===== src/rtl/stim_sweep_pkg.sv =====
// Shared types and helpers for the stimulus sweep generator.
package stim_sweep_pkg;

    typedef enum logic [1:0] {
        S_IDLE,
        S_RUN,
        S_HOLD,
        S_DONE
    } sweep_state_t;

    // Hold-counter width: $clog2(HOLD), never narrower than one bit.
    function automatic int hold_w(input int hold);
        return (hold > 2) ? $clog2(hold) : 1;
    endfunction

endpackage


===== src/rtl/stim_hold_timer.sv =====
// Loadable down-counter that flags the last cycle of a HOLD-1 cycle freeze.
// With HOLD==1 there is no freeze, so expire simply follows load.
module stim_hold_timer
    import stim_sweep_pkg::*;
#(
    parameter int HOLD = 1
) (
    input  logic clk,
    input  logic rst,
    input  logic load,
    output logic expire
);

    localparam int CW       = hold_w(HOLD);
    localparam int LOAD_INT = (HOLD > 1) ? HOLD - 2 : 0;

    logic [CW-1:0] cnt;

    // NOTE: sequential state is updated with non-blocking assignments only.
    always_ff @(posedge clk or posedge rst) begin
        if (rst) begin
            cnt <= '0;
        end else if (load) begin
            cnt <= CW'(LOAD_INT);
        end else if (cnt != '0) begin
            cnt <= cnt - CW'(1);
        end
    end

    assign expire = (HOLD == 1) ? load : (cnt == '0);

endmodule


===== src/rtl/stim_sweep_gen.sv =====
// Ranged/exhaustive stimulus sweep source, one vector per handshake.
// Define STIM_SWEEP_GRAY_EN to present vectors in Gray order instead of binary.
module stim_sweep_gen
    import stim_sweep_pkg::*;
#(
    parameter int WIDTH = 10,
    parameter int HOLD  = 1
) (
    input  logic             clk,
    input  logic             rst,
    input  logic             start,
    input  logic             abort,
    input  logic [WIDTH-1:0] start_val,
    input  logic [WIDTH-1:0] end_val,
    input  logic             vec_ready,
    output logic [WIDTH-1:0] vec_out,
    output logic             vec_valid,
    output logic [WIDTH:0]   vec_cnt,
    output logic             busy,
    output logic             done,
    output logic             aborted
);

    localparam int CW = WIDTH + 1;

    sweep_state_t     state, state_nxt;
    logic [WIDTH-1:0] cur, cur_nxt, last, last_nxt;
    logic [WIDTH:0]   cnt_nxt;
    logic             valid_nxt, busy_nxt, done_nxt, aborted_nxt;
    logic             accept, adv, timer_load, timer_expire;

    function automatic logic [WIDTH-1:0] to_vec(input logic [WIDTH-1:0] idx);
`ifdef STIM_SWEEP_GRAY_EN
        return idx ^ (idx >> 1);
`else
        return idx;
`endif
    endfunction

    stim_hold_timer #(.HOLD(HOLD)) u_hold (
        .clk    (clk),
        .rst    (rst),
        .load   (timer_load),
        .expire (timer_expire)
    );

    assign accept = vec_valid && vec_ready;

    // NOTE: every signal gets a default first so no path can infer a latch.
    always_comb begin
        state_nxt   = state;
        cur_nxt     = cur;
        last_nxt    = last;
        cnt_nxt     = vec_cnt;
        valid_nxt   = 1'b0;
        busy_nxt    = 1'b0;
        done_nxt    = 1'b0;
        aborted_nxt = 1'b0;
        timer_load  = 1'b0;
        adv         = 1'b0;

        case (state)
            S_IDLE: begin
                if (start) begin
                    state_nxt = S_RUN;
                    cur_nxt   = start_val;
                    last_nxt  = end_val;
                    cnt_nxt   = '0;
                    valid_nxt = 1'b1;
                    busy_nxt  = 1'b1;
                end
            end
            S_RUN: begin
                // An accepted vector counts even when abort wins the same cycle.
                if (accept) cnt_nxt = vec_cnt + CW'(1);
                if (abort) begin
                    state_nxt   = S_IDLE;
                    aborted_nxt = 1'b1;
                end else if (accept) begin
                    timer_load = 1'b1;
                    if (HOLD == 1) begin
                        adv = 1'b1;
                    end else begin
                        state_nxt = S_HOLD;
                        busy_nxt  = 1'b1;
                    end
                end else begin
                    valid_nxt = 1'b1;
                    busy_nxt  = 1'b1;
                end
            end
            S_HOLD: begin
                if (abort) begin
                    state_nxt   = S_IDLE;
                    aborted_nxt = 1'b1;
                end else if (timer_expire) begin
                    adv = 1'b1;
                end else begin
                    busy_nxt = 1'b1;
                end
            end
            S_DONE:  state_nxt = S_IDLE;
            default: state_nxt = S_IDLE;
        endcase

        if (adv) begin
            if (cur == last) begin
                state_nxt = S_DONE;
                done_nxt  = 1'b1;
            end else begin
                cur_nxt   = cur + WIDTH'(1);
                state_nxt = S_RUN;
                valid_nxt = 1'b1;
                busy_nxt  = 1'b1;
            end
        end
    end

    always_ff @(posedge clk or posedge rst) begin
        if (rst) begin
            state     <= S_IDLE;
            cur       <= '0;
            last      <= '0;
            vec_out   <= '0;
            vec_valid <= 1'b0;
            vec_cnt   <= '0;
            busy      <= 1'b0;
            done      <= 1'b0;
            aborted   <= 1'b0;
        end else begin
            state     <= state_nxt;
            cur       <= cur_nxt;
            last      <= last_nxt;
            vec_out   <= to_vec(cur_nxt);
            vec_valid <= valid_nxt;
            vec_cnt   <= cnt_nxt;
            busy      <= busy_nxt;
            done      <= done_nxt;
            aborted   <= aborted_nxt;
        end
    end

endmodule

===== config.mk =====
export PLATFORM = sky130hd
export DESIGN_NAME = stim_sweep_gen
export DESIGN_NICKNAME = d
export VERILOG_FILES = /design/src/rtl/stim_sweep_pkg.sv /design/src/rtl/stim_hold_timer.sv /design/src/rtl/stim_sweep_gen.sv
export SDC_FILE = /design/constraint.sdc
export NUM_CORES = 1
export LEC_CHECK = 0
export BUFFER_PORTS_ARGS = -buffer_cell sky130_fd_sc_hd__buf_2
export CORE_ASPECT_RATIO = 1.4
export CORE_MARGIN = 1.5
export CORE_UTILIZATION = 55
export DETAILED_ROUTE_END_ITERATION = 6
export PLACE_DENSITY_LB_ADDON = 0.2
export SLEW_MARGIN = 20
export SYNTH_ARGS = -nofsm -noshare
export SYNTH_HDL_FRONTEND = slang
export SYNTH_SLANG_ARGS = --single-unit

===== constraint.sdc =====
create_clock -name clk -period 3.2 [get_ports clk]
set_input_delay 0.16 -clock clk [delete_from_list [all_inputs] [get_ports clk]]
set_output_delay 0.16 -clock clk [all_outputs]
set_load 0.05 [all_outputs]

# Word level (Yosys, flattened, before mapping)
# Cells that the tools add are included.
# op_classes
addsub	2
eq_ne	8
mux	33
reduce_logical	7
# ops
operator	count
two-way mux 10 bit	4
two-way mux 11 bit	2
case mux 11 bit (2 select lines)	1
two-way mux 1 bit	18
adder 11 x 1 -> 11 bit (second input constant)	1
adder 10 x 1 -> 10 bit (second input constant)	1
equality test 10 bit	1
two-way mux 2 bit	4
case mux 2 bit (3 select lines)	1
equality test 2 bit (second input constant)	2
inequality test 2 bit (second input constant)	2
case mux 1 bit (2 select lines)	2
AND reduction 2 bit	2
inequality test 3 x 1 -> 1 bit (second input constant)	1
inequality test 3 bit (second input constant)	1
case mux 1 bit (3 select lines)	1
AND reduction 3 bit	1
equality test 2 x 1 -> 1 bit (second input constant)	1
zero test 2 bit	1
nonzero test 2 bit	1
OR reduction 2 bit	1
logical AND 1 bit	1
# totals
regBits	37
in_bits	25
out_inout_bits	25
elab_cells	58

# Longest topological paths before layout
# depth
ltp_word	9
ltp_mapped	9
ltp_nobuf	7

# Cells and area by module
# From an unflattened synthesis, not the netlist that was laid out.
# unflattened
hier_cells	215
hier_area_um2	2125.8
# modules_own_cells
mod	n_inst	cells_each	area_each_um2	seq_area_each_um2
stim_sweep_gen	1	214	2118.3	925.9
stim_hold_timer	1	1	7.5	0.0

# Worst setup path before layout
# OpenSTA, ideal clock, no wires.
# synth_timing
path_kind	register to register
startpoint	register state[1]
endpoint	register cur[9]
setup_ps	87
arrival_time_ps	1944
setup_slack_ps	1169
stages_incl_launch_ff	9
n_path_buf	2
synth_period_minus_slack_ps	2031
cell_sequence	dfrtp_1 -> inv_1 -> ha_1 -> buf_2 -> inv_2 -> or3_1 -> clkbuf_1 -> or4_1 -> o211ai_1
# synth_via
elab_chain_cells	6
# synth_rtl
item	line_no	text
from (decl)	stim_sweep_gen.sv:26	sweep_state_t state, state_nxt;
from (signal assigned)	stim_sweep_gen.sv:131	state <= state_nxt;
equality test 2 x 1 -> 1 bit	stim_sweep_gen.sv:62	case (state)
two-way mux 1 bit	stim_sweep_gen.sv:62	
two-way mux 1 bit	stim_sweep_gen.sv:96	end else if (timer_expire) begin
two-way mux 1 bit	stim_sweep_gen.sv:93	if (abort) begin
case mux 1 bit (2 select lines)	stim_sweep_gen.sv:62	
two-way mux 10 bit *	stim_sweep_gen.sv:106	if (adv) begin
net cur_nxt[9]	stim_sweep_gen.sv:27	logic [WIDTH-1:0] cur, cur_nxt, last, last_nxt;
to (signal assigned)	stim_sweep_gen.sv:132	cur <= cur_nxt;
to (decl)	stim_sweep_gen.sv:27	
# The timed path passes the listed nets; every way through them passes the cells marked *.
# A chain may end at the register's enable or synchronous reset.

# Worst setup path after layout
# layout_timing
startpoint	register state[1]
endpoint	register vec_cnt[10]
# layout_via
elab_chain_cells	3
# layout_rtl
item	line_no	text
equality test 2 x 1 -> 1 bit or zero test 2 bit (tied branches)	stim_sweep_gen.sv:62	
inequality test 2 bit (no line) or nonzero test 2 bit (tied branches)	n/a	
AND reduction 3 bit (no line)	n/a	
to (signal assigned)	stim_sweep_gen.sv:136	vec_cnt <= cnt_nxt;
to (decl)	stim_sweep_gen.sv:18	output logic [WIDTH:0] vec_cnt,
# Parallel ways exist; a longest one is shown, timed or not.

==> impl_metrics.env <==
export IMPL_io_pins=50
export IMPL_area_growth_pct=19.3
export IMPL_final_cell_mix="nand2_1 (51), buf_2 (49), dfrtp_1 (37), nor2_1 (17), nand3_1 (14)"
export IMPL_whs_ns=0.0608
export IMPL_grt_overflow_total=0
export IMPL_netlist_area_mm2=0.00211
export IMPL_ir_worst_vdd_uv=793
export IMPL_layout_commonest_cell="nand2_1"
export IMPL_synth_edff_count=0
export IMPL_min_path_cells=3
export IMPL_postSynthCellCount=239
export IMPL_root_buffer="clkbuf_8"
export IMPL_antenna_found_initial=0
export IMPL_drt_iter0_markers=75
export IMPL_yosysUniqueCellTypes=42
export IMPL_slowest_stage="a211oi_1"
export IMPL_drv_slew=0
export IMPL_h_tree_depth=2
export IMPL_gp_congestion=0.844
export IMPL_slowest_delay_ns=0.67
export IMPL_post_route_period_util_pct=72.8
export IMPL_status="complete, no violations"
export IMPL_clk_pin_slew_ns=0.07
export IMPL_maxCapViolations=0
export IMPL_fin_crit_ns=2.33
export IMPL_seq_area_um2=926
export IMPL_power_per_cell_area_mw_per_mm2=943
export IMPL_port_buffers=49
export IMPL_setup_viol=0
export IMPL_async_flop_share_pct=100
export IMPL_dp_hpwl_um=3400
export IMPL_comb_power_share_pct=48.4
export IMPL_core_area_mm2=0.00368
export IMPL_design_die_area_mm2=0.00423
export IMPL_synth_seq_cells=37
export IMPL_die_height_um=76.3
export IMPL_crit_arrival_ns=2.48
export IMPL_yosysWarnings=0
export IMPL_reg2regPathDepth=7
export IMPL_hold_viol=0
export IMPL_timing_fmax_mhz=429
export IMPL_cp_required_ns=3.35
export IMPL_skew_ns=0.00638
export IMPL_drc_errors=0
export IMPL_grt_pass1_wl_um=8130
export IMPL_rsz0062_at_grt="no"
export IMPL_ctsHoldBuffers=1
export IMPL_cts_tree="done"
export IMPL_grt_pass1_vias=1832
export IMPL_drive_gt1_share_pct=21.2
export IMPL_cts_made_buffers=5
export IMPL_pwr_share_clk_pct=17.4
export IMPL_post_drt_wl_per_cell_um=13.9
export IMPL_clockBufferDepth=2
export IMPL_die_x_um=55.4
export IMPL_clock_sinks=37
export IMPL_initial_utilization_pct=57.5
export IMPL_path_buf_inv=1
export IMPL_nets=323
export IMPL_cts_resized=0
export IMPL_r2r_end="vec_cnt[10]"
export IMPL_critPathLaunchType="flop"
export IMPL_relSlewSlack_pct=49.9
export IMPL_worstHoldStart="end_val[1]"
export IMPL_fillerInstances=338
export IMPL_max_slew_worst_pin_slew_ns=0.747
export IMPL_postCtsSetupBuffers=0
export IMPL_internal_power_mw=1.26
export IMPL_p_leak_nw=1.23
export IMPL_drt_first_pass_iters=4
export IMPL_worst_setup_path_type="reg2reg"
export IMPL_fp_row_count=26
export IMPL_critPathCaptureType="flop"
export IMPL_multi_input_area_mm2=0.00110
export IMPL_finalWirelength_um=4650
export IMPL_pwr_share_seq_pct=34.2
export IMPL_diodes=0
export IMPL_insertion_delay_ns=0.29
export IMPL_holdPathEnd="last[1]"
export IMPL_hp_class="in2reg"
export IMPL_synth_avg_cell_area_um2=8.84
export IMPL_vias=1960
export IMPL_grt_max_degree=38
export IMPL_avgViaCountPerCell=5.87
export IMPL_worstPathMaxFanout=10
export IMPL_switching_share_pct=46.8
export IMPL_antenna_left=0
export IMPL_fin_tns_setup_ns=0
export IMPL_yosysSeqAreaShare_pct=43.8
export IMPL_crit_family="compound AO/OA/AOI/OAI gates"
export IMPL_r2r_slack_ns=0.87
export IMPL_grt_use_total_pct=23.9
export IMPL_p_sw_mw=1.11
export IMPL_syn_nets=271
export IMPL_cp_cell_sequence="inv_1 -> ha_1 -> mux2i_1 -> a211oi_1 -> nand3_1 -> xor2_1 -> nor2_1"
export IMPL_timing_rr_start="state[1]"
export IMPL_synthFlopType="dfrtp_1"
-- stage by stage --
stage,total power [mW],cells,area (um^2),setup WS [ns],util [%]
global route,2.54,334,2520,0.548,68.5
detailed placement,1.97,325,2390,0.954,65.1
CTS,2.39,334,2520,0.920,68.5
global placement,1.95,325,2390,1.03,65.1
floorplan,1.70,239,2110,1.17,-
finish,2.38,334,2520,0.872,68.5
-- Yosys cell counts, types with 2 or more instances --
master / instances / share of area (%)
a211oi_1: 3 / 1.1
a21oi_1: 7 / 1.7
a31oi_1: 4 / 1.2
and2_1: 3 / 0.89
and4_1: 3 / 1.2
buf_2: 2 / 0.47
clkbuf_1: 5 / 0.89
dfrtp_1: 37 / 44
ha_1: 7 / 4.1
inv_1: 10 / 1.8
mux2i_1: 5 / 2.4
nand2_1: 51 / 9.1
nand3_1: 14 / 3.3
nand4_1: 8 / 2.4
nor2_1: 17 / 3.0
nor3_1: 4 / 0.95
nor4_1: 2 / 0.59
o2111ai_1: 2 / 0.83
o211ai_1: 2 / 0.71
o21ai_0: 8 / 1.9
o22ai_1: 4 / 1.2
o31ai_1: 2 / 0.71
or4_1: 2 / 0.71
xnor2_1: 12 / 5.0
xor2_1: 8 / 3.3
-- state kept, by name, indices dropped and copies added, names as in the netlist --
signal and flops:
vec_cnt 11, cur 10, last 10, state 2, aborted 1, busy 1
done 1, vec_valid 1
-- power by group through the flow --
stage / Sequential [mW] / Clock, mW / Combinational [mW]
6_report: 0.812 / 0.413 / 1.15
5_1_grt: 0.841 / 0.435 / 1.26
4_1_cts: 0.813 / 0.424 / 1.15
3_5_place_dp: 0.820 / 0 / 1.15
3_3_place_gp: 0.819 / 0 / 1.13
2_1_floorplan: 1.10 / 0 / 0.596
-- layout make-up --
type	count	area share, %
multi-input cells	183	43.9
repair buffers	53	11.0
well taps	42	2.09
clock inverters	1	1.19
inverters	11	1.64
flip-flops and latches	37	36.8
clock buffers	7	3.43
-- cell families (layout without fill, tap and decap cells) --
kind of cell,after synthesis,in the layout,synth area share (%)
simple gates,109,109,24.0
mux,5,5,2.37
buf+inv,19,72,3.85
flops,37,37,43.8
compound gates,42,42,13.5
fa+ha+maj,7,7,4.15
xor+xnor,20,20,8.29
-- worst register-to-register path: cells and delay by family, from the launching register on --
family                   cells  cell delay [ns]
AO/OA/AOI/OAI                1             0.67
XOR/XNOR                     1             0.18
adder cells (fa/ha/maj)      1             0.36
buffers and inverters        1             0.13
flip-flops                   1             0.41
multiplexers                 1             0.20
AND/OR/NAND/NOR              2             0.26
-- layer usage --
metal  share of wire, %  track usage, %  wire (um)
met1                 42            28.6       1960
met2                 51            39.6       2360
met3                3.9            4.75        179
met4                3.1            13.2        145
met5                  0               0          0
-- how the worst max path moves through the flow --
stage	startpoint	endpoint	slack [ns]	depth (start not counted)
after floorplan	state[1]	cur[9]	1.17	8
after global placement	state[1]	cur[7]	1.03	7
after detailed placement	state[1]	vec_cnt[10]	0.95	7
after CTS	state[1]	vec_cnt[10]	0.92	7
after global routing	state[1]	vec_cnt[8]	0.55	7
final	state[1]	vec_cnt[10]	0.87	7
No activity file was read; power rests on OpenSTA's default activity.
